--- config.mk ---
export PLATFORM = sky130hd
export DESIGN_NAME = rand_range_core
export DESIGN_NICKNAME = d
export VERILOG_FILES = /design/src/rtl/rand_pkg.sv /design/src/rtl/lfsr_galois.sv /design/src/rtl/rand_range_core.sv
export SDC_FILE = /design/constraint.sdc
export NUM_CORES = 1
export LEC_CHECK = 0
export ABC_AREA = 0
export CAP_MARGIN = 5
export CORE_MARGIN = 2
export CORE_UTILIZATION = 37
export DETAILED_ROUTE_END_ITERATION = 10
export HOLD_SLACK_MARGIN = 0.08
export SYNTH_ARGS = -nofsm -noshare
export SYNTH_HDL_FRONTEND = slang
export SYNTH_SLANG_ARGS = --single-unit
--- constraint.sdc ---
create_clock -name clk -period 2.1 [get_ports clk]
set_input_delay 0.315 -clock clk [delete_from_list [all_inputs] [get_ports clk]]
set_output_delay 0.315 -clock clk [all_outputs]
set_load 0.01 [all_outputs]
--- src/rtl/rand_pkg.sv ---
// Shared types and constants for the bounded random-number engine.
package rand_pkg;

    typedef enum logic [1:0] {
        IDLE = 2'd0,
        RUN  = 2'd1,
        DONE = 2'd2
    } state_t;

    localparam logic [15:0] DEFAULT_TAPS = 16'hB400;
    localparam logic [15:0] DEFAULT_SEED = 16'hACE1;

    // Width of the mask helper; result widths up to this size are supported.
    localparam int MASK_W = 32;

    // Smallest all-ones value that is >= limit (zero for a zero limit).
    // Smearing the highest set bit downwards gives exactly that value.
    function automatic logic [MASK_W-1:0] mask_of(input logic [MASK_W-1:0] limit);
        logic [MASK_W-1:0] m;
        m = limit;
        m = m | (m >> 1);
        m = m | (m >> 2);
        m = m | (m >> 4);
        m = m | (m >> 8);
        m = m | (m >> 16);
        return m;
    endfunction

endpackage

--- src/rtl/lfsr_galois.sv ---
// Galois LFSR with synchronous reseed. A zero reseed value is replaced by
// SEED, and a nonzero Galois state can never step to zero, so the register
// cannot lock up.
module lfsr_galois
    import rand_pkg::*;
#(
    parameter int                LFSR_W = 16,
    parameter logic [LFSR_W-1:0] TAPS   = LFSR_W'(DEFAULT_TAPS),
    parameter logic [LFSR_W-1:0] SEED   = LFSR_W'(DEFAULT_SEED)
) (
    input  logic              clk,
    input  logic              rst_n,
    input  logic              en,
    input  logic              load,
    input  logic [LFSR_W-1:0] load_val,
    output logic [LFSR_W-1:0] state
);

    logic [LFSR_W-1:0] stepped;
    logic [LFSR_W-1:0] reseed;

    // One Galois step: shift right and fold the feedback mask in when the lsb was set.
    always_comb begin
        stepped = state >> 1;
        if (state[0]) begin
            stepped = stepped ^ TAPS;
        end
    end

    assign reseed = (load_val == '0) ? SEED : load_val;

    // State register: reseed takes priority over stepping; nothing moves while en is low.
    always_ff @(posedge clk or negedge rst_n) begin
        if (!rst_n) begin
            state <= SEED;
        end else if (en) begin
            if (load) begin
                state <= reseed;
            end else begin
                state <= stepped;
            end
        end
    end

endmodule

--- src/rtl/rand_range_core.sv ---
// Uniform bounded random-number engine. Draws masked LFSR samples until one
// lands in [0, limit], folding the last candidate back into range if the try
// budget runs out, and hands the result over a valid/ack handshake.
module rand_range_core
    import rand_pkg::*;
#(
    parameter int                WIDTH     = 8,
    parameter int                LFSR_W    = 16,
    parameter logic [LFSR_W-1:0] TAPS      = LFSR_W'(DEFAULT_TAPS),
    parameter logic [LFSR_W-1:0] SEED      = LFSR_W'(DEFAULT_SEED),
    parameter int                MAX_TRIES = 16
) (
    input  logic              clk,
    input  logic              rst_n,
    input  logic              ena,
    input  logic              seed_load,
    input  logic [LFSR_W-1:0] seed_in,
    input  logic              req,
    input  logic [WIDTH-1:0]  limit,
    input  logic              ack,
    output logic              busy,
    output logic              valid,
    output logic [WIDTH-1:0]  value,
    output logic              fallback
);

    // Try counter only needs to reach MAX_TRIES-1.
    localparam int                TRY_W    = (MAX_TRIES > 1) ? $clog2(MAX_TRIES) : 1;
    localparam logic [TRY_W-1:0]  LAST_TRY = TRY_W'(MAX_TRIES - 1);

    // Fold an out-of-range candidate back into [0, lim]. The candidate is
    // masked to at most 2*lim+1, so the difference never underflows.
    function automatic logic [WIDTH-1:0] fold(input logic [WIDTH-1:0] cand_v,
                                              input logic [WIDTH-1:0] lim);
        return cand_v - lim - WIDTH'(1);
    endfunction

    state_t             state_q, state_d;
    logic [TRY_W-1:0]   tries_q, tries_d;
    logic [WIDTH-1:0]   limit_q, limit_d;
    logic [WIDTH-1:0]   mask_q, mask_d;
    logic [WIDTH-1:0]   value_d;
    logic               fallback_d;
    logic               busy_d;
    logic               valid_d;
    logic               seed_hit;

    logic [LFSR_W-1:0]  lfsr_state;
    logic [WIDTH-1:0]   cand;
    logic [MASK_W-1:0]  mask_wide;

    lfsr_galois #(
        .LFSR_W (LFSR_W),
        .TAPS   (TAPS),
        .SEED   (SEED)
    ) u_lfsr (
        .clk      (clk),
        .rst_n    (rst_n),
        .en       (ena),
        .load     (seed_hit),
        .load_val (seed_in),
        .state    (lfsr_state)
    );

    assign mask_wide = mask_of(MASK_W'(limit));
    assign cand      = lfsr_state[WIDTH-1:0] & mask_q;

    // Bits above the result width are not part of any draw.
    if (WIDTH < MASK_W) begin : g_mask_hi
        logic unused_mask_hi;
        assign unused_mask_hi = ^mask_wide[MASK_W-1:WIDTH];
    end
    if (LFSR_W > WIDTH) begin : g_lfsr_hi
        logic unused_lfsr_hi;
        assign unused_lfsr_hi = ^lfsr_state[LFSR_W-1:WIDTH];
    end

    // Next-state and next-output logic; everything holds unless ena is high.
    always_comb begin
        state_d    = state_q;
        tries_d    = tries_q;
        limit_d    = limit_q;
        mask_d     = mask_q;
        value_d    = value;
        fallback_d = fallback;
        seed_hit   = 1'b0;

        if (ena) begin
            case (state_q)
                IDLE: begin
                    if (seed_load) begin
                        seed_hit = 1'b1;
                    end else if (req) begin
                        limit_d = limit;
                        mask_d  = mask_wide[WIDTH-1:0];
                        tries_d = '0;
                        state_d = RUN;
                    end
                end
                RUN: begin
                    if (cand <= limit_q) begin
                        value_d    = cand;
                        fallback_d = 1'b0;
                        state_d    = DONE;
                    end else if (tries_q == LAST_TRY) begin
                        value_d    = fold(cand, limit_q);
                        fallback_d = 1'b1;
                        state_d    = DONE;
                    end else begin
                        tries_d = tries_q + 1'b1;
                    end
                end
                DONE: begin
                    if (ack) begin
                        state_d = IDLE;
                    end
                end
                default: begin
                    state_d = IDLE;
                end
            endcase
        end

        busy_d  = (state_d != IDLE);
        valid_d = (state_d == DONE);
    end

    // Control and result registers; outputs come straight from flops.
    always_ff @(posedge clk or negedge rst_n) begin
        if (!rst_n) begin
            state_q  <= IDLE;
            tries_q  <= '0;
            limit_q  <= '0;
            mask_q   <= '0;
            value    <= '0;
            fallback <= 1'b0;
            busy     <= 1'b0;
            valid    <= 1'b0;
        end else begin
            state_q  <= state_d;
            tries_q  <= tries_d;
            limit_q  <= limit_d;
            mask_q   <= mask_d;
            value    <= value_d;
            fallback <= fallback_d;
            busy     <= busy_d;
            valid    <= valid_d;
        end
    end

endmodule

-- Yosys cells after proc, flatten, opt, wreduce, memory -nomap -nowiden
Cells that the tools add are included.
- bits in registers: 49
- add/sub/neg operators: 3
- order comparisons: 1
- equality and inequality tests: 8
- multiplexer cells: 22
- bitwise logic cells: 8
- reduce and logical (&&, ||, !) cells: 8
- operator list (operator ; count):
    $mux W16 ; 3
    $logic_not A16 Y1 ; 1
    $mux W4 ; 4
    $mux W8 ; 2
    $or A8 B1 Y8 const B ; 2
    $mux W2 ; 6
    $and A8 B8 Y8 ; 1
    $le A8 B8 Y1 ; 1
    $ne A2 B2 Y1 const B ; 4
    $or A8 B4 Y8 ; 1
    $or A8 B6 Y8 ; 1
    $or A8 B7 Y8 ; 1
    $pmux W4 S2 ; 1
    $sub A8 B1 Y8 const B ; 1
    $sub A8 B8 Y8 ; 1
    $pmux W2 S3 ; 1
    $reduce_and A6 Y1 ; 1
    $reduce_bool A2 Y1 ; 3
    $mux W1 ; 5
    $add A4 B1 Y4 const B ; 1
    $eq A2 B2 Y1 const B ; 2
    $eq A4 B4 Y1 const B ; 1
    $not A3 Y4 ; 1
    $reduce_and A4 Y1 ; 1
    4 further kinds ; 4

-- Logic depth before layout (Yosys ltp)
- depth in word-level cells: 6
- mapped depth: 10
- gate-level depth less buffers: 9

-- Hierarchy
Synthesis repeated with hierarchy kept, for this count alone.
- cells, all modules: 268
- area, all modules: 2715.1 µm²
- modules (own cells, without submodules) (module ; times used ; cells each ; area each (µm²)):
    rand_range_core ; 1 ; 181 ; 1863.0
    lfsr_galois ; 1 ; 87 ; 852.1

-- Worst setup path after synthesis
Ideal clock, no wire load.
- kind: reg-to-reg
- start: register u_lfsr.state[0]
- end: register value[1]
- library setup time: 124 ps
- arrival: 2044 ps
- slack: -68 ps
- cell stages (with the launch flop): 10
- clock period less this slack: 2168 ps
- path through: dfstp_2 clkbuf_1 nand2_1 ha_1 nand3b_1 a21o_1 a21o_1 buf_6 and3_4 a211o_1
- longest elaborated chain between the ends: 5
- RTL lines (what ; RTL line ; RTL):
    from (decl) ; lfsr_galois.sv:16 ; output logic [LFSR_W-1:0] state
    from (signal assigned) ; lfsr_galois.sv:38 ; state <= reseed;
    from (signal assigned) ; lfsr_galois.sv:40 ; state <= stepped;
    $and A8 B8 Y8 (*) ; rand_range_core.sv:66 ; assign cand = lfsr_state[WIDTH-1:0] & mask_q;
    $sub A8 B8 Y8 ; rand_range_core.sv:35 ; return cand_v - lim - WIDTH'(1);
    $sub A8 B1 Y8 ; rand_range_core.sv:35 ;
    $mux W8 ; rand_range_core.sv:105 ; end else if (tries_q == LAST_TRY) begin
    $mux W8 ; rand_range_core.sv:101 ; if (cand <= limit_q) begin
    to (signal assigned) ; rand_range_core.sv:144 ; value <= value_d;
    to (decl) ; rand_range_core.sv:23 ; output logic [WIDTH-1:0] value,
Mark *: on every way between the ends. The rest lies on a longest branch, timed or not. The select of a mux whose other input is x is not followed.
A chain may end at the register's enable or synchronous reset.

-- Final worst setup path
- start: register u_lfsr.state[6]
- end: register value[5]
- longest elaborated chain between the ends: 4
- RTL lines (what ; RTL line):
    $and A8 B8 Y8 (*) ; rand_range_core.sv:66
    $le A8 B8 Y1 (*) ; rand_range_core.sv:101
    $reduce_bool A2 Y1 (no line) ; n/a
    $reduce_and A3 Y1 (no line) ; n/a
Mark *: on every way between the ends. The rest lies on a longest branch, timed or not.

==> flow_metrics.py <==
metrics = {
    "timing": {
        "hold_violations": 0,
        "fmax_mhz": 482.2,
        "setup-violations-final": 0,
        "drv_slew": 0,
        "worst_pin_slew_ns": 0.6111,
        "finalCritPeriodShare_pct": 98.76,
        "clock_skew_ns": 0.008373,
        "maxSlewHeadroom_pct": 59.26,
        "rsz0062_at_grt": "true",
        "fin_crit_ns": 2.074,
    },
    "die": {
        "start_util_pct": 37.63,
        "die_x_um": 89.43,
        "rows": 31,
        "fp.coreArea_um2": 7176,
        "die_height_um": 89.43,
        "dieArea_um2": 7997,
        "io_pins": 41,
    },
    "min_path": {
        "hold_class": "primary input to async pin",
    },
    "clock_tree": {
        "ctsHtreeMaxLevel": 2,
        "cts_tree": "built",
        "clk_pin_slew_ns": 0.09,
        "cts_hold_buffers": 0,
        "clockBufferDepth": 2,
        "clock-root-buffer": "clkbuf_8",
        "cts_buffers": 5,
        "clock_latency_ns": 0.31,
        "clock_sinks": 48,
    },
    "placement": {
        "place_congestion": 0.8417,
        "hpwl_mm": 4.836,
        "io_buffers": 40,
    },
    "setup_path": {
        "crit_end": "value[5]$_DFFE_PN0P_",
        "slowest_stage": "dfstp_2",
        "worstSetupPathType": "flip-flop to flip-flop",
        "cp_num_cells": 8,
        "end_kind": "flip-flop",
        "crit_path_start_kind": "flip-flop",
        "startpoint": "u_lfsr.state[6]$_DFFE_PN1P_",
        "crit_family": "compound AO/OA/AOI/OAI gates",
        "critical_path_required_ns": 2.31,
        "crit_chain": "and2_4, ha_4, nand4_4, a21o_1, a21o_4, buf_6, and3_4, a211o_1",
        "rr_endpoint": "value[5]$_DFFE_PN0P_",
        "crit_path_max_incr_delay_ns": 0.54,
        "cp_num_buf_inv": 1,
        "r2r_cells": 8,
        "cp.arrival_ns": 2.28,
        "reg2reg_setup_slack_ns": 0.03,
        "crit_fanout": 6,
        "r2r_start": "u_lfsr.state[6]$_DFFE_PN1P_",
    },
    "cells_and_area": {
        "antennaDiodeCount": 0,
        "syn_to_final_growth_pct": 38.51,
        "fin_nets": 403,
        "fin_util_pct": 52.12,
        "drive_gt1_share_pct": 24.45,
    },
    "logic_synthesis": {
        "ys.flop_type": "dfrtp_1",
        "async_reset_ff_share_pct": 100.0,
        "synth-warning-count": 0,
        "ys_seq_elements": 48,
        "syn_area_um2": 2700,
        "seq_area_frac_synth_pct": 44.86,
        "syn_nets": 336,
        "synth_area_leaders": "dfrtp_1 37%, dfstp_2 7.8%, nand2_1 4.7%",
        "synthCells": 296,
        "synth_edf_count": 0,
        "synth_top_area_share_pct": 37.07,
        "syn_avg_cell_area_um2": 9.122,
        "ys_types": 47,
        "yosysTopAreaCell": "dfrtp_1",
    },
    "status": {
        "status": "complete, no violations",
    },
    "power_and_ir_drop": {
        "leakagePower_nw": 1.620,
        "ir_drop_uv": 534.7,
        "power_density_nw_per_um2": 1454,
        "finalPower_w": 0.005439,
    },
    "global_route": {
        "grt_pass1_wl_mm": 11.16,
        "antenna_found_initial": 0,
        "track_usage_pct": 17.95,
        "grt.overflow.total": 0,
        "grt_pass1_vias": 2321,
        "grt_max_degree": 49,
    },
    "route": {
        "vias_per_cell": 5.099,
        "drc": 0,
        "vias": 2361,
        "ant_nets": 0,
        "drt_iter0_markers": 93,
        "wl_mm": 6.623,
        "dr.pass1.iters": 4,
        "wire_per_inst_um": 14.30,
    },
    "flow_run": {
        "drv_cap": 0,
    },
}
==> cell usage in the layout (no fill, tap or decap), types with 3 or more instances in the layout <==
cell	synthesis	routed
nand2b_1	6	6
nand3_1	9	9
buf_6	1	3
buf_4	1	32
mux2i_1	8	8
o21ai_0	25	25
nor3b_2	0	3
xor2_1	3	3
a211o_1	5	4
nor2_1	20	20
and3_1	8	5
clkbuf_8	0	6
a21oi_1	15	15
and3_4	1	4
nor3_1	6	6
dfstp_2	8	8
clkdlybuf4s50_1	0	39
nand2_1	34	33
ha_4	0	6
nor4_1	8	6
dfrtp_1	40	40
nand4_1	3	3
and2_4	0	6
o221ai_1	8	8
a221o_1	3	3
inv_1	20	20
nand3b_1	3	3
==> flip-flops by register name (all words and copies together), names as in the netlist <==
name          count
mask_q            7
tries_q           4
limit_q           8
valid             1
state_q           2
busy              1
fallback          1
value             8
u_lfsr.state     16
==> timing repair <==
action                     in CTS  in global routing
setup buffers                   0                  3
resized for setup              12                 24
setup endpoints to repair       8                 10
pin swaps                       1                 19
==> metrics by stage <==
| stage | setup TNS [ns] | hold WS, ns | instances | worst slack [ns] | cell area (µm²) |
|---|---|---|---|---|---|
| final | 0 | 0.07930 | 463 | 0.02598 | 3740 |
| after global routing | -0.07483 | 0.1570 | 463 | -0.02685 | 3740 |
| after CTS | 0 | 0.1247 | 460 | 0.001174 | 3592 |
| after detailed placement | -0.1777 | 0.4560 | 452 | -0.04410 | 3416 |
| after floorplan | 0 | 0.01941 | 296 | 0.003273 | 2701 |
| after global placement | -0.009994 | 0.4516 | 452 | -0.009431 | 3416 |
==> synth_stat cells, types with 2 or more instances <==
| cell type | instances |
|---|---|
| inv_1 | 20 |
| mux2i_1 | 8 |
| buf_2 | 2 |
| nand4_1 | 3 |
| nor4_1 | 8 |
| a221o_1 | 3 |
| o21a_1 | 2 |
| and2_1 | 8 |
| nand3b_1 | 3 |
| clkbuf_1 | 11 |
| a211o_1 | 5 |
| nand3_1 | 9 |
| nand2b_1 | 6 |
| ha_1 | 9 |
| xor2_1 | 3 |
| a21oi_1 | 15 |
| dfstp_2 | 8 |
| nor3b_1 | 3 |
| o221ai_1 | 8 |
| xnor2_1 | 2 |
| a211oi_1 | 3 |
| and3_1 | 8 |
| a21o_1 | 2 |
| a31oi_1 | 3 |
| o21ai_0 | 25 |
| dfrtp_1 | 40 |
| nor2_1 | 20 |
| nand2_1 | 34 |
| nor3_1 | 6 |
| o211ai_1 | 2 |
==> how the worst min path moves through the flow <==
stage / slack, ns / to / from / cells after the start
6_report: 0.08 / value[7]$_DFFE_PN0P_ / rst_n / 2
5_1_grt: 0.16 / limit_q[6]$_DFFE_PN0P_ / rst_n / 2
4_1_cts: 0.12 / value[3]$_DFFE_PN0P_ / rst_n / 2
3_5_place_dp: 0.46 / value[3]$_DFFE_PN0P_ / rst_n / 2
3_3_place_gp: 0.45 / mask_q[2]$_DFFE_PN0P_ / mask_q[2]$_DFFE_PN0P_ / 2
2_1_floorplan: 0.02 / busy$_DFF_PN0_ / rst_n / 0
==> metal layers <==
metal	share of wire, %	track usage [%]	wire (µm)	vias up
met3	3.6	3.509	237	9
met4	1.2	4.206	82	0
met2	48	29.70	3207	53
li1	-	-	-	1182
met5	0	0	0	-
met1	47	24.34	3094	1117
==> cell type report <==
cell class / instances / area, µm²
Inverter: 20 / 75.07
Sequential cell: 48 / 1211
Clock inverter: 1 / 7.507
Tap cell: 99 / 123.9
Fill cell: 673 / 3436
Multi-Input combinational cell: 212 / 1546
Clock buffer: 7 / 86.33
Timing Repair Buffer: 76 / 689.4
==> where the power goes <==
group,internal (W),total (W),leakage (nW),switching [W]
registers,0.00133,0.00154,0.578,0.000212
logic,0.00172,0.00330,0.997,0.00157
clock network,0.000269,0.000605,0.0445,0.000336
==> cell families after synthesis <==
group	after synthesis	synth area share, %
AND/OR/NAND/NOR	115	21.83
XOR/XNOR	5	1.622
AO/OA/AOI/OAI	73	17.84
flip-flops	48	44.86
buffers and inverters	36	5.561
adder cells (fa/ha/maj)	10	4.912
multiplexers	9	3.383
(Power assumes the default switching activity.)
